==> src/rtl/mdu_pkg.sv <==
// Shared encodings and configuration checks for the iterative multiply/divide unit.
package mdu_pkg;

  localparam logic [1:0] MDU_MULT  = 2'b00;
  localparam logic [1:0] MDU_MULTU = 2'b01;
  localparam logic [1:0] MDU_DIV   = 2'b10;
  localparam logic [1:0] MDU_DIVU  = 2'b11;

  typedef enum logic [2:0] {
    ST_IDLE,
    ST_MUL,
    ST_DIV,
    ST_FIX,
    ST_DONE
  } mdu_state_e;

  // Per-operation context captured at accept time.
  typedef struct packed {
    logic is_div;
    logic neg_res;
    logic neg_rem;
    logic dz;
  } mdu_ctx_t;

  function automatic bit mul_bits_ok(int unsigned width, int unsigned mul_bits);
    return ((mul_bits == 1) || (mul_bits == 2) || (mul_bits == 4)) &&
           ((width % mul_bits) == 0) && (width >= 8) && ((width % 2) == 0);
  endfunction

endpackage

==> src/rtl/mdu_div_step.sv <==
// One restoring-division step: compare/subtract the shifted partial remainder against the divisor.
module mdu_div_step #(
  parameter int unsigned WIDTH = 32
) (
  input  logic [WIDTH:0]   rem_i,
  input  logic [WIDTH-1:0] div_i,
  output logic [WIDTH-1:0] rem_c_o,
  output logic             qbit_c_o
);

  logic [WIDTH:0] divx;

  assign divx     = {1'b0, div_i};
  assign qbit_c_o = (rem_i >= divx);
  // A successful subtract always leaves a value below the divisor, so it fits in WIDTH bits.
  assign rem_c_o  = qbit_c_o ? WIDTH'(rem_i - divx) : rem_i[WIDTH-1:0];

endmodule

==> src/rtl/mdu_iter.sv <==
// Iterative multiply/divide unit with start/busy/done handshake, stall freeze and flush cancel.
// Optional HI/LO architectural registers are built when MDU_HILO_EN is defined.
module mdu_iter
  import mdu_pkg::*;
#(
  parameter int unsigned WIDTH    = 32,
  parameter int unsigned MUL_BITS = 1
) (
  input  logic             clk,
  input  logic             rst,
  input  logic             en,
  input  logic             flush,
  input  logic             start,
  input  logic [1:0]       op,
  input  logic [WIDTH-1:0] src_a,
  input  logic [WIDTH-1:0] src_b,
  output logic             busy,
  output logic             done,
  output logic [WIDTH-1:0] res_hi,
  output logic [WIDTH-1:0] res_lo,
  output logic             div_zero
`ifdef MDU_HILO_EN
  ,
  input  logic [1:0]       hilo_we,
  input  logic [WIDTH-1:0] hilo_wdata,
  output logic [WIDTH-1:0] hi,
  output logic [WIDTH-1:0] lo
`endif
);

  localparam int unsigned PW    = 2 * WIDTH;
  localparam int unsigned SW    = WIDTH + MUL_BITS;
  localparam int unsigned MUL_N = WIDTH / MUL_BITS;
  localparam int unsigned CNT_W = $clog2(WIDTH);

  if (!mul_bits_ok(WIDTH, MUL_BITS)) begin : g_bad_cfg
    $error("mdu_iter: illegal WIDTH/MUL_BITS combination");
  end

  mdu_state_e       state_q, state_d;
  logic [CNT_W-1:0] cnt_q, cnt_d;
  logic [PW-1:0]    acc_q, acc_d;
  logic [WIDTH-1:0] opb_q, opb_d;
  mdu_ctx_t         ctx_q, ctx_d;
  logic [WIDTH-1:0] res_hi_q, res_hi_d, res_lo_q, res_lo_d;
  logic             dz_q, dz_d, busy_q, busy_d, done_q, done_d;

  logic             is_signed, is_div, a_neg, b_neg;
  logic [WIDTH-1:0] a_mag, b_mag;
  logic [SW-1:0]    mul_sum;
  logic [PW-1:0]    acc_mul, acc_div, prod_s;
  logic [WIDTH:0]   div_rem_in;
  logic [WIDTH-1:0] div_rem_nxt, quo_s, rem_s;
  logic             div_qbit;

  // Operand decode: signed ops work on magnitudes, signs are re-applied in FIX.
  always_comb begin : operand_decode
    is_signed = (op == MDU_MULT) || (op == MDU_DIV);
    is_div    = (op == MDU_DIV) || (op == MDU_DIVU);
    a_neg     = is_signed & src_a[WIDTH-1];
    b_neg     = is_signed & src_b[WIDTH-1];
    a_mag     = a_neg ? -src_a : src_a;
    b_mag     = b_neg ? -src_b : src_b;
  end

  // Shift-add step: multiplier sits in the low half of acc and retires MUL_BITS per cycle.
  always_comb begin : mul_step
    mul_sum = SW'(acc_q[PW-1:WIDTH]);
    for (int unsigned i = 0; i < MUL_BITS; i++) begin
      if (acc_q[i]) mul_sum = mul_sum + (SW'(opb_q) << i);
    end
    acc_mul = {mul_sum, acc_q[WIDTH-1:MUL_BITS]};
  end

  assign div_rem_in = {acc_q[PW-1:WIDTH], acc_q[WIDTH-1]};

  mdu_div_step #(.WIDTH(WIDTH)) u_div_step (
    .rem_i    (div_rem_in),
    .div_i    (opb_q),
    .rem_c_o  (div_rem_nxt),
    .qbit_c_o (div_qbit)
  );

  assign acc_div = {div_rem_nxt, acc_q[WIDTH-2:0], div_qbit};

  always_comb begin : sign_fix
    prod_s = ctx_q.neg_res ? -acc_q : acc_q;
    quo_s  = ctx_q.neg_res ? -acc_q[WIDTH-1:0] : acc_q[WIDTH-1:0];
    rem_s  = ctx_q.neg_rem ? -acc_q[PW-1:WIDTH] : acc_q[PW-1:WIDTH];
  end

  always_comb begin : next_state
    state_d  = state_q;
    cnt_d    = cnt_q;
    acc_d    = acc_q;
    opb_d    = opb_q;
    ctx_d    = ctx_q;
    res_hi_d = res_hi_q;
    res_lo_d = res_lo_q;
    dz_d     = dz_q;
    if (flush) begin
      state_d = ST_IDLE;
    end else if (en) begin
      case (state_q)
        ST_IDLE, ST_DONE: begin
          state_d = ST_IDLE;
          if (start) begin
            cnt_d         = '0;
            opb_d         = is_div ? b_mag : a_mag;
            ctx_d.is_div  = is_div;
            ctx_d.neg_res = a_neg ^ b_neg;
            ctx_d.neg_rem = a_neg;
            ctx_d.dz      = is_div && (src_b == '0);
            if (!is_div) begin
              acc_d   = {{WIDTH{1'b0}}, b_mag};
              state_d = ST_MUL;
            end else if (src_b == '0) begin
              // Raw dividend is parked so FIX can return it unchanged.
              acc_d   = {{WIDTH{1'b0}}, src_a};
              state_d = ST_FIX;
            end else begin
              acc_d   = {{WIDTH{1'b0}}, a_mag};
              state_d = ST_DIV;
            end
          end
        end
        ST_MUL: begin
          acc_d = acc_mul;
          cnt_d = cnt_q + CNT_W'(1);
          if (cnt_q == CNT_W'(MUL_N - 1)) state_d = ST_FIX;
        end
        ST_DIV: begin
          acc_d = acc_div;
          cnt_d = cnt_q + CNT_W'(1);
          if (cnt_q == CNT_W'(WIDTH - 1)) state_d = ST_FIX;
        end
        ST_FIX: begin
          state_d = ST_DONE;
          if (ctx_q.dz) begin
            res_hi_d = acc_q[WIDTH-1:0];
            res_lo_d = '1;
            dz_d     = 1'b1;
          end else if (ctx_q.is_div) begin
            res_hi_d = rem_s;
            res_lo_d = quo_s;
            dz_d     = 1'b0;
          end else begin
            {res_hi_d, res_lo_d} = prod_s;
          end
        end
        default: state_d = ST_IDLE;
      endcase
    end
    busy_d = (state_d == ST_MUL) || (state_d == ST_DIV) || (state_d == ST_FIX);
    done_d = (state_d == ST_DONE);
  end

  always_ff @(posedge clk) begin
    if (!rst) begin
      state_q  <= ST_IDLE;
      cnt_q    <= '0;
      acc_q    <= '0;
      opb_q    <= '0;
      ctx_q    <= '0;
      res_hi_q <= '0;
      res_lo_q <= '0;
      dz_q     <= 1'b0;
      busy_q   <= 1'b0;
      done_q   <= 1'b0;
    end else begin
      state_q  <= state_d;
      cnt_q    <= cnt_d;
      acc_q    <= acc_d;
      opb_q    <= opb_d;
      ctx_q    <= ctx_d;
      res_hi_q <= res_hi_d;
      res_lo_q <= res_lo_d;
      dz_q     <= dz_d;
      busy_q   <= busy_d;
      done_q   <= done_d;
    end
  end

  assign busy     = busy_q;
  assign done     = done_q;
  assign res_hi   = res_hi_q;
  assign res_lo   = res_lo_q;
  assign div_zero = dz_q;

`ifdef MDU_HILO_EN
  logic [WIDTH-1:0] hi_q, hi_d, lo_q, lo_d;

  // Results land on the done edge; an explicit MTHI/MTLO to the same half takes precedence.
  always_comb begin : hilo_next
    hi_d = hi_q;
    lo_d = lo_q;
    if (done_q) begin
      hi_d = res_hi_q;
      lo_d = res_lo_q;
    end
    if (hilo_we[1]) hi_d = hilo_wdata;
    if (hilo_we[0]) lo_d = hilo_wdata;
  end

  always_ff @(posedge clk) begin
    if (!rst) begin
      hi_q <= '0;
      lo_q <= '0;
    end else begin
      hi_q <= hi_d;
      lo_q <= lo_d;
    end
  end

  assign hi = hi_q;
  assign lo = lo_q;
`endif

endmodule
==> config.mk <==
export PLATFORM = sky130hd
export DESIGN_NAME = mdu_iter
export DESIGN_NICKNAME = d
export VERILOG_FILES = /design/src/rtl/mdu_pkg.sv /design/src/rtl/mdu_div_step.sv /design/src/rtl/mdu_iter.sv
export SDC_FILE = /design/constraint.sdc
export NUM_CORES = 1
export LEC_CHECK = 0
export ABC_AREA = 1
export ABC_CLOCK_PERIOD_IN_PS = 4600
export BUFFER_PORTS_ARGS = -buffer_cell sky130_fd_sc_hd__buf_2
export CORE_AREA = 2 2 186 225
export CTS_CLUSTER_DIAMETER = 40
export CTS_CLUSTER_SIZE = 8
export DETAILED_ROUTE_END_ITERATION = 10
export DIE_AREA = 0 0 188 227
export GPL_TIMING_DRIVEN = 0
export PLACE_DENSITY = 0.65
export SYNTH_ARGS = -nofsm -noshare
export SYNTH_HDL_FRONTEND = slang
export SYNTH_SLANG_ARGS = --single-unit
==> constraint.sdc <==
create_clock -name clk -period 4.6 [get_ports clk]
set_input_delay 0.46 -clock clk [delete_from_list [all_inputs] [get_ports clk]]
set_output_delay 0.46 -clock clk [all_outputs]
set_load 0.02 [all_outputs]
Yosys cells after proc, flatten, opt, wreduce, memory -nomap -nowiden --
Index checks and enable logic that the tools add are counted. W data, S select, Z words.
Storage, ports and cells: memories kept 0, logic and storage cells 83, output and inout bits 67, bits of input ports 71, bits in read-only memories 0, bits in latches 0, flip-flop bits (word level) 175, memory bits (writable) 0
Cells by class: reductions and logical operators 18, eq/ne operators 12, $add $sub $neg 8, multiply operators 0, multiplexer cells 27, magnitude comparators 1, shift operators 0, bitwise gates (word level) 4, divide/modulo/power cells 0
Operator list (count):
- $mux W32 | 12
- $pmux W64 S3 | 1
- $mux W64 | 2
- $neg A32 Y32 | 4
- $neg A64 Y64 | 1
- $add A32 B32 Y33 | 1
- $ge A33 B32 Y1 | 1
- $mux W33 | 1
- $logic_not A32 Y1 | 1
- $sub A32 B32 Y32 | 1
- $reduce_and A4 Y1 | 4
- $eq A3 B2 Y1 const B | 4
- $pmux W5 S2 | 1
- $mux W3 | 3
- $pmux W3 S3 | 1
- $eq A3 B1 Y1 const B | 2
- $eq A3 B3 Y1 const B | 2
- $add A5 B1 Y5 const B | 1
- $eq A5 B5 Y1 const B | 1
- $mux W5 | 1
- $eq A2 B2 Y1 const B | 2
- $logic_or A1 B1 Y1 | 4
- $mux W2 | 2
- $reduce_bool A2 Y1 | 2
- 11 further kinds | 15

Longest topological paths before layout --
word-level depth 10, gate-level depth with buffers 18, mapped depth without buffers 18

By module --
A second synthesis with hierarchy kept.
Unflattened totals: cells, all modules 3199, area total of the unflattened synthesis 17799.6 um^2
By module, submodules not included:
- mdu_iter | instances 1, cells an instance 2552, sequential area each 3503.4 um^2, area each 14639.0 um^2
- mdu_div_step | instances 1, cells an instance 647, sequential area each 0.0 um^2, area each 3160.5 um^2

Worst setup path before layout --
No wires, ideal clock.
kind register -> register, start point register acc_q[0], end point register res_hi_q[30] (netlist: res_hi[30]), path buffers 2, library setup time 0.132 ns, arrival 1.997 ns, stages on the path, launching flop included 16, clock period less this slack 2.129 ns, data required time 4.468 ns, slack 2.471 ns, path through dfxtp_1 > buf_2 > clkinv_2 > clkbuf_1 > ha_1 > nand2_1 > nor2_1 > inv_1 > o21ai_2 > nand2_1 > nor2_1 > nand3_1 > nand2_1 > nand2_1 > nand3_1 > a21oi_1
Between the ends: longest elaborated chain between the ends 4
Ends and longest elaborated chain:
- start: declaration | line mdu_iter.sv:42 | logic [PW-1:0] acc_q, acc_d;
- start signal: assignment | line mdu_iter.sv:162 | acc_q <= '0;
- start signal: assignment | line mdu_iter.sv:173 | acc_q <= acc_d;
- $neg A64 Y64 | line mdu_iter.sv:87 | prod_s = ctx_q.neg_res ? -acc_q : acc_q;
- $mux W64 | line mdu_iter.sv:87
- $mux W32 | line mdu_iter.sv:143 | end else if (ctx_q.is_div) begin
- $mux W32 | line mdu_iter.sv:139 | if (ctx_q.dz) begin
- end signal: assignment | line mdu_iter.sv:176 | res_hi_q <= res_hi_d;
- end: declaration | line mdu_iter.sv:45 | logic [WIDTH-1:0] res_hi_q, res_hi_d, res_lo_q, res_lo_d;
No other way between the ends. A chain may end at the register's enable or synchronous reset.

Worst setup path in the final report --
start point register acc_q[0], end point register res_hi_q[28] (netlist: res_hi[28])
Same word-level chain as after synthesis.

==> results.py <==
metrics = {
    "outcome": {
        "status": "completed",
    },
    "cts": {
        "numCtsBuffers": 17,
        "tritoncts": "done",
        "cts.clk_slew.worst_paths_ps": 80,
        "cts_sinks": 175,
        "htree_num_levels": 4,
        "clock_path_buffers": 2,
        "clock_latency_ps": 480,
        "root_buffer": "clkbuf_16",
        "ctsHoldBuffers": 0,
        "postCtsSetupRepairBufs": 0,
        "post_cts_resized": 0,
    },
    "worst_setup_path": {
        "arrival_ps": 3880,
        "start_kind": "flop",
        "crit_required_ps": 4990,
        "cp-end-kind": "flop",
        "path_max_fanout": 10,
        "critPathKind": "flop to flop",
    },
    "sta": {
        "rsz0062_at_grt": "no",
        "fin_skew_ps": 26.4,
        "clock.fmax_ghz": 0.286,
        "period_share": 0.760,
        "tightest_slew_ps": 993,
        "final-max-slew-violation-count": 0,
        "setup_violations": 0,
        "slew_headroom": 0.338,
        "layout_min_cycle_time_ps": 3490,
        "tns_ps": 0,
        "hold_violations": 0,
    },
    "yosys": {
        "synth_cell_types": 49,
        "synthesis.area_um2": 18100,
        "seq_area_frac_synth": 0.194,
        "syn_area_per_cell_um2": 5.42,
        "ys.flop_type": "dfxtp_1",
        "synth-seq-cells": 175,
        "synthArstFlopShare": 0,
        "syn_inst": 3330,
        "synth_edf_count": 0,
        "synth_fp_nets": 3473,
        "yosysWarnings": 0,
    },
    "placement": {
        "place_congestion": 1.06,
        "portBuffers": 136,
        "dp_hpwl_mm": 66.1,
    },
    "drt": {
        "drcViolationCount": 0,
        "ant_nets": 0,
        "drtIter0Drc": 2192,
        "vias": 22100,
        "dr.pass1.iters": 6,
        "wire_per_inst_um": 19.4,
        "post_drt_via_cell_ratio": 5.48,
        "wl_mm": 78.4,
    },
    "global_routing": {
        "grt_max_degree": 22,
        "grt_pass1_wl_mm": 115,
        "grt_usage": 0.356,
        "grt_antenna_before_repair": 0,
        "gr-total-overflow": 0,
        "grt_pass1_vias": 19800,
    },
    "cells_and_area": {
        "mostFrequentLayoutCells": "nand2_1, inv_1, nand3_1",
        "fillers": 4555,
        "antenna_cells": 0,
        "fin_nets": 3628,
        "syn_to_final_growth_pct": 11.0,
        "final_common_cell": "nand2_1",
        "postLayoutCoreUtil": 0.496,
        "drive_above_1_share": 0.0660,
    },
    "floorplan": {
        "ios": 138,
        "core-area_um2": 40400,
        "rows": 81,
        "die_area_um2": 42700,
        "start_util": 0.447,
        "die_w_um": 188,
        "die_h_um": 227,
    },
    "power": {
        "vdd_drop_max_mv": 0.282,
        "power_density_nw_per_um2": 266,
        "leakage_nw": 10.5,
    },
    "worst_hold_path": {
        "hp-class": "primary input to flop",
    },
    "flow_run": {
        "max-cap-violations": 0,
    },
}
## state kept, by name, summed over array words and instances, names as in the netlist
| register | flops |
|---|---|
| div_zero | 1 |
| busy | 1 |
| done | 1 |
| res_lo | 32 |
| res_hi | 32 |
| opb_q | 32 |
| state_q | 3 |
| ctx_q | 4 |
| cnt_q | 5 |
| acc_q | 64 |
## report_power, final
group          internal (mW)  total, mW  switching [mW]
registers               1.56       1.65          0.0940
clock network          0.750       1.55           0.796
logic                  0.614       2.14            1.52
## cells by family after synthesis
| group | synth area share |
|---|---|
| AO/OA/AOI/OAI | 0.164 |
| AND/OR/NAND/NOR | 0.409 |
| flip-flops | 0.194 |
| adder cells (fa/ha/maj) | 0.0507 |
| XOR/XNOR | 0.0369 |
| buffers and inverters | 0.145 |
## layout make-up
cell class	instances	area, um^2	share of cell area
Buffer	121	512	0.0255
Clock buffer	17	425	0.0212
Clock inverter	15	201	0.0101
Inverter	560	2100	0.105
Multi-Input combinational cell	2474	11900	0.596
Sequential cell	175	3500	0.175
Tap cell	539	674	0.0336
Timing Repair Buffer	136	681	0.0340
## worst max-delay path: stages (launching register included)
cell	delay, ps
dfxtp_1	300
buf_2	180
clkinv_2	190
clkbuf_1	600
ha_1	310
nand2_1	90
nor2_1	140
nand2_1	120
nand2_1	210
nand2_1	160
nor2_1	430
nand3_1	200
nand3_1	110
nand3_1	170
a21oi_1	200
## cell usage after synthesis, types with 37 or more instances
library cell / instances / share of area
nand2_1: 1132 / 0.24
nand3_1: 293 / 0.081
o21ai_1: 41 / 0.011
dfxtp_1: 175 / 0.19
nor2_1: 286 / 0.059
a21oi_1: 211 / 0.058
xnor2_1: 37 / 0.018
o21ai_0: 146 / 0.040
clkbuf_1: 83 / 0.017
ha_1: 70 / 0.048
inv_1: 541 / 0.11
xor2_1: 39 / 0.019
## stage by stage
step	area [um^2]	power (mW)	cells	hold slack (ps)	worst slack, ps
2_1_floorplan	18100	3.04	3330	450	2470
3_3_place_gp	19400	3.75	4005	455	1170
3_5_place_dp	19400	3.75	4005	471	1200
4_1_cts	20000	5.27	4037	306	1170
5_1_grt	20000	5.61	4037	337	867
6_report	20000	5.34	4037	311	1110
## path summary, 6_finish.rpt
kind	from	end	slack (ps)	cells after the start
worst max-delay path	acc_q[0]	res_hi[28]	1110	14
worst min-delay path	src_a[0]	opb_q[0]	310	3
worst max register to register	acc_q[0]	res_hi[28]	1110	14
worst min register to register	res_hi[1]	res_hi[1]	490	2
## routing by layer
layer	wire length, um	track usage	vias up
met5	0	0	-
met4	5940	0.247	0
met3	5660	0.0395	271
met2	35500	0.591	1094
met1	31400	0.434	9854
li1	-	-	10900
Power figures use the tool's default switching activity.
